<file path="config.mk">
export PLATFORM = sky130hd
export DESIGN_NAME = chroma_res_ctrl
export DESIGN_NICKNAME = d
export VERILOG_FILES = /design/src/rtl/chroma_pkg.sv /design/src/rtl/chroma_mode_sel.sv /design/src/rtl/chroma_res_ctrl.sv
export SDC_FILE = /design/constraint.sdc
export NUM_CORES = 1
export LEC_CHECK = 0
export ABC_AREA = 1
export ABC_CLOCK_PERIOD_IN_PS = 3550
export BUFFER_PORTS_ARGS = -buffer_cell sky130_fd_sc_hd__buf_4
export CORE_ASPECT_RATIO = 0.6
export CORE_MARGIN = 5
export CORE_UTILIZATION = 30
export CTS_BUF_LIST = sky130_fd_sc_hd__clkbuf_4
export CTS_CLUSTER_DIAMETER = 120
export DETAILED_ROUTE_END_ITERATION = 10
export SLEW_MARGIN = 5
export SYNTH_ARGS = -nofsm -noshare
export SYNTH_HDL_FRONTEND = slang
export SYNTH_SLANG_ARGS = --single-unit
</file>
<file path="constraint.sdc">
create_clock -name clk -period 3.55 [get_ports clk]
set_input_delay 0.5325 -clock clk [delete_from_list [all_inputs] [get_ports clk]]
set_output_delay 0.5325 -clock clk [all_outputs]
set_load 0.05 [all_outputs]
</file>
<file path="src/rtl/chroma_pkg.sv">
// Shared definitions for the chroma residual controller: FSM states,
// H.264 chroma intra mode codes and the default per-block SAD width.
package chroma_pkg;

  localparam int SAD_W_DEF = 14;

  typedef enum logic [2:0] {
    S_IDLE     = 3'd0,
    S_PRED     = 3'd1,
    S_RES      = 3'd2,
    S_WAIT_SAD = 3'd3,
    S_DECIDE   = 3'd4,
    S_DONE     = 3'd5
  } state_t;

  // PLANE is a valid H.264 code but is never evaluated by this block.
  localparam logic [1:0] MODE_DC    = 2'd0;
  localparam logic [1:0] MODE_H     = 2'd1;
  localparam logic [1:0] MODE_V     = 2'd2;
  localparam logic [1:0] MODE_PLANE = 2'd3;

endpackage

</file>
<file path="src/rtl/chroma_mode_sel.sv">
// Combinational chroma mode decision: smallest accumulated SAD among the
// legal candidates, ties resolved towards the lower mode code.
module chroma_mode_sel
  import chroma_pkg::*;
#(
  parameter int ACC_W = SAD_W_DEF + 1
) (
  input  logic [ACC_W-1:0] v_sum,
  input  logic [ACC_W-1:0] h_sum,
  input  logic [ACC_W-1:0] dc_sum,
  input  logic             avail_top,
  input  logic             avail_left,
  output logic [1:0]       mode,
  output logic [ACC_W-1:0] sad
);

  // Strict less-than keeps the earlier (lower-code) candidate on a tie.
  always_comb begin
    mode = MODE_DC;
    sad  = dc_sum;
    if (avail_left && (h_sum < sad)) begin
      mode = MODE_H;
      sad  = h_sum;
    end
    if (avail_top && (v_sum < sad)) begin
      mode = MODE_V;
      sad  = v_sum;
    end
  end

endmodule

</file>
<file path="src/rtl/chroma_res_ctrl.sv">
// Sequences predictor load and residual generation for Cb then Cr,
// accumulates the per-mode SADs and registers the best chroma mode.
module chroma_res_ctrl
  import chroma_pkg::*;
#(
  parameter int SAD_W = SAD_W_DEF,
  parameter int ACC_W = SAD_W + 1
) (
  input  logic             clk,
  input  logic             reset,
  input  logic             start,
  input  logic             avail_top,
  input  logic             avail_left,
  input  logic [SAD_W-1:0] vsad,
  input  logic [SAD_W-1:0] hsad,
  input  logic [SAD_W-1:0] dcsad,
  input  logic             sad_valid,
  output logic             load_pred,
  output logic             res_en,
  output logic             comp_sel,
  output logic             busy,
  output logic             done,
  output logic [1:0]       best_mode,
  output logic [ACC_W-1:0] best_sad,
  output logic [2:0]       dbg_state
);

  // Handshake: start is a request taken only in IDLE; sad_valid is a
  // one-way valid with no ready, consumed only in WAIT_SAD, ignored elsewhere.

  state_t           state_q, state_d;
  logic [ACC_W-1:0] acc_v, acc_h, acc_dc;
  logic             top_q, left_q;
  logic [1:0]       sel_mode;
  logic [ACC_W-1:0] sel_sad;

  always_ff @(posedge clk) begin
    if (reset) state_q <= S_IDLE;
    else       state_q <= state_d;
  end

  always_comb begin
    state_d   = state_q;
    load_pred = 1'b0;
    res_en    = 1'b0;
    done      = 1'b0;
    busy      = (state_q != S_IDLE);
    case (state_q)
      S_IDLE:     if (start) state_d = S_PRED;
      S_PRED: begin
        load_pred = 1'b1;
        state_d   = S_RES;
      end
      S_RES: begin
        res_en  = 1'b1;
        state_d = S_WAIT_SAD;
      end
      S_WAIT_SAD: if (sad_valid) state_d = comp_sel ? S_DECIDE : S_PRED;
      S_DECIDE:   state_d = S_DONE;
      S_DONE: begin
        done    = 1'b1;
        state_d = S_IDLE;
      end
      default:    state_d = S_IDLE;
    endcase
  end

  always_ff @(posedge clk) begin
    if (reset) begin
      acc_v     <= '0;
      acc_h     <= '0;
      acc_dc    <= '0;
      top_q     <= 1'b0;
      left_q    <= 1'b0;
      comp_sel  <= 1'b0;
      best_mode <= MODE_DC;
      best_sad  <= '0;
    end else begin
      case (state_q)
        S_IDLE: begin
          if (start) begin
            acc_v    <= '0;
            acc_h    <= '0;
            acc_dc   <= '0;
            top_q    <= avail_top;
            left_q   <= avail_left;
            comp_sel <= 1'b0;
          end
        end
        S_WAIT_SAD: begin
          if (sad_valid) begin
            acc_v  <= acc_v  + ACC_W'(vsad);
            acc_h  <= acc_h  + ACC_W'(hsad);
            acc_dc <= acc_dc + ACC_W'(dcsad);
            if (!comp_sel) comp_sel <= 1'b1;
          end
        end
        S_DECIDE: begin
          best_mode <= sel_mode;
          best_sad  <= sel_sad;
        end
        default: ;
      endcase
    end
  end

  chroma_mode_sel #(.ACC_W(ACC_W)) u_mode_sel (
    .v_sum      (acc_v),
    .h_sum      (acc_h),
    .dc_sum     (acc_dc),
    .avail_top  (top_q),
    .avail_left (left_q),
    .mode       (sel_mode),
    .sad        (sel_sad)
  );

  assign dbg_state = state_q;

endmodule

</file>
==> flow_summary.json <==
{
  "yosys.cell_types.count": 37,
  "finalCritPeriodShare_pct": 91.7,
  "regToRegSetupSlack_ns": 0.30,
  "diodes": 0,
  "synthMuxAreaShare_pct": 0,
  "use_met3_pct": 3.76,
  "yosysTopAreaCellShare_pct": 25.5,
  "synth.yosys.seq_area_share_pct": 25.5,
  "hold_end": "left_q",
  "final_layout_size_suffix_gt1_share_pct": 17.8,
  "hold_viol_final": 0,
  "final_nets": 988,
  "grt_max_degree": 62,
  "start_util_pct": 30.9,
  "fp.dieArea_um2": 20700,
  "timing.fmax_ghz": 0.307,
  "cpPeakStageDelay_ns": 0.37,
  "pre_cts_ws_ns": 0.0783,
  "worst_skew_pair.late_latency_ns": 0.47,
  "met2_usage_pct": 20.8,
  "antenna_found_initial": 1,
  "async_flop_share_pct": 0,
  "final_core_util_pct": 37.3,
  "syn2layout_area_growth_pct": 20.9,
  "die_h_um": 113,
  "syn_area_per_cell_um2": 6.79,
  "cts_tree": "done",
  "cp_cell_sequence": "inv_1 -> ha_1 -> nand2_1 -> inv_1 -> nand2_1 -> nand2_1 -> a21oi_2 -> nand2_4 -> buf_8 -> o21ai_1 -> ha_1 -> nand3_1 -> a31oi_1 -> nor3_4 -> buf_12 -> buf_2 -> nand3_1 -> nand3_1 -> a21oi_1",
  "seqCellArea_um2": 1360,
  "rr_worst_depth": 19,
  "worstPathMaxFanout": 18,
  "vias": 5445,
  "grt_pass1_wl_um": 26900,
  "irDropWorstVdd_mv": 0.234,
  "timing.hold.ws_ns": 0.366,
  "r2r_end": "best_sad[2]",
  "num_rows": 37,
  "netlist_area_um2": 5350,
  "worstSetupStartpointType": "register",
  "min_from": "avail_left",
  "yosys_warnings": 0,
  "rsz0062_at_grt": "false",
  "first_pass_iters": 5,
  "syn_nets": 908,
  "arrival_ns": 3.57,
  "viasPerCell": 4.92,
  "netlist_instances": 787,
  "synthAdderAreaFrac_pct": 17.5,
  "crit_required_ns": 3.87,
  "p_leak_nw": 3.02,
  "synth_edf_count": 0,
  "finClkSkew_ns": 0.0264,
  "ios": 73,
  "clockBufferDepth": 2,
  "cp_slowest_cell": "dfxtp_1",
  "crit_family": "simple AND/OR/NAND/NOR gates",
  "critical_path_buf_inv_count": 5,
  "grt_usage_pct": 16.2,
  "clockRootBuffer": "clkbuf_4",
  "maxSlewViolCount": 0,
  "critPathKind": "reg2reg",
  "hpwl_um": 13100,
  "period_needed_ns": 3.25,
  "die_w_um": 182,
  "coreArea_um2": 17300,
  "reg2reg_from": "acc_dc[14]",
  "place_congestion": 0.898,
  "routed_wl_um": 16800,
  "maxCapViolations": 0,
  "endpoint_kind": "register",
  "synthTopCellsByArea": "dfxtp_1, ha_1, nand2_1",
  "worst_slack_ns": 0.295,
  "slew_headroom_pct": 48.5,
  "multi_input_area_um2": 3590,
  "drc": 0,
  "worst_pin_slew_ns": 0.772,
  "setup_viol": 0,
  "whs_path_depth": 3,
  "power.total_mw": 2.23,
  "drt_iter0_markers": 468,
  "fin_tns_setup_ns": 0,
  "synth_top_family_by_area": "simple AND/OR/NAND/NOR gates",
  "numCtsBuffers": 9,
  "portBuffers": 72,
  "path_clk_slew_ns": 0.12,
  "synth.largest_area_cell": "dfxtp_1",
  "p_per_area_nw_per_um2": 345,
  "overflow": 0,
  "top_usage_layer": "met1",
  "yosys.area_share.simple_pct": 27.1,
  "synth_compound_area_share_pct": 21.1,
  "synth-xor-area-share_pct": 0.655,
  "drt-wirelength-per-cell_um": 15.2,
  "grt_use_met1_pct": 26.9,
  "nFillCells": 1882,
  "detail-route-antenna-nets": 0,
  "htreeDepth": 3,
  "cts_sinks": 68,
  "yosys_register_bits": 68,
  "startpoint": "acc_dc[14]",
  "synth_top_flop_cell": "dfxtp_1",
  "status": "finished, final reports clean",
  "grt_pass1_vias": 4998,
  "hold_path_class": "in2reg"
}
area by class of cell:
type / instances / share of cell area [%]
Sequential cell: 68 / 21.1
Tap cell: 234 / 4.53
Clock inverter: 7 / 1.78
Clock buffer: 9 / 1.05
Inverter: 86 / 5.00
Multi-Input combinational cell: 610 / 55.5
Timing Repair Buffer: 92 / 11.0
worst max path at each step:
stage | slack (ns) | endpoint | cells past startpoint
2_1_floorplan | 0.33 | best_sad[10] | 19
3_3_place_gp | 0.14 | best_sad[14] | 20
3_5_place_dp | 0.08 | best_sad[0] | 18
4_1_cts | 0.03 | best_sad[0] | 18
5_1_grt | 0.01 | best_sad[5] | 22
6_report | 0.30 | best_sad[2] | 19
worst register-to-register path, cell delays in order, from the launching register on:
cell	delay [ns]
dfxtp_1	0.37
inv_1	0.09
ha_1	0.29
nand2_1	0.11
inv_1	0.05
nand2_1	0.06
nand2_1	0.06
a21oi_2	0.25
nand2_4	0.14
buf_8	0.18
o21ai_1	0.27
ha_1	0.31
nand3_1	0.09
a31oi_1	0.12
nor3_4	0.22
buf_12	0.15
buf_2	0.14
nand3_1	0.09
nand3_1	0.09
a21oi_1	0.06
flip-flops by register name, indices dropped and copies added (netlist names):
name       cells
best_mode      2
comp_sel       1
acc_dc        15
best_sad      15
left_q         1
dbg_state      3
acc_h         15
top_q          1
acc_v         15
layout by cell type, fill, tap and decap left out, types with 3 or more instances in the layout:
master     count
a21oi_1      118
nand4_1        3
ha_1          70
dfxtp_1       68
inv_2          3
nand2_2       10
inv_1         82
buf_4         88
nand3_2        8
nand2_1      189
o21a_1         3
bufinv_16      3
nor3_1         6
nand3_1       64
nor2_1        34
clkbuf_4       9
a21oi_2        9
o21ai_1        6
a31oi_1        9
o2111ai_1      3
or2_2          5
o31ai_1        3
xor2_1         4
o21ai_0       43
nor2_2         4
fa_1           3
through the flow:
| stage | cells | area [µm²] |
|---|---|---|
| after floorplan | 787 | 5350 |
| after global placement | 1088 | 6200 |
| after detailed placement | 1088 | 6200 |
| after CTS | 1104 | 6380 |
| after global routing | 1106 | 6460 |
| final | 1106 | 6460 |
per-layer routing:
layer | share of wire, % | wire [µm]
met5 | 0 | 0
met4 | 0.50 | 85
met3 | 8.7 | 1460
met2 | 35 | 5950
met1 | 55 | 9340
power by group:
group	leakage, nW	switching (mW)	internal, mW	total, mW
Sequential	0.549	0.0262	0.783	0.809
Combinational	2.38	0.492	0.249	0.741
Clock	0.0919	0.327	0.353	0.680
synthesized netlist by cell type (2+ instances only):
cell type / number
a21oi_1: 118
dfxtp_1: 68
clkbuf_1: 17
nor3_1: 6
a211oi_1: 3
a21oi_2: 9
xor2_1: 4
nor2_2: 2
nand3_1: 64
o21ai_0: 51
nand2_2: 9
nand4_1: 3
fa_1: 3
nand2_4: 2
nand2_1: 191
inv_1: 82
a21o_1: 2
a31oi_1: 9
nand3_2: 8
nor2_1: 36
buf_2: 3
or2_2: 5
o21a_1: 3
ha_1: 70
inv_2: 3
o31ai_1: 3
o2111ai_1: 3
cell families (layout without fill, tap and decap cells):
kind of cell / count (synthesis) / after routing
and+or+nand+nor: 328 / 328
AOI/OAI and AO/OA: 205 / 205
buffers and inverters: 109 / 194
adders and majority gates: 73 / 73
DFF: 68 / 68
xor gates and xnor gates: 4 / 4
what timing repair did:
| item | 4_1_cts | 5_1_grt |
|---|---|---|
| resized for setup | 0 | 21 |
| hold buffers | 0 | 0 |
| setup buffers | 0 | 1 |
| setup endpoints to repair | 0 | 17 |
Note: power is estimated with default switching activity, not from simulation.
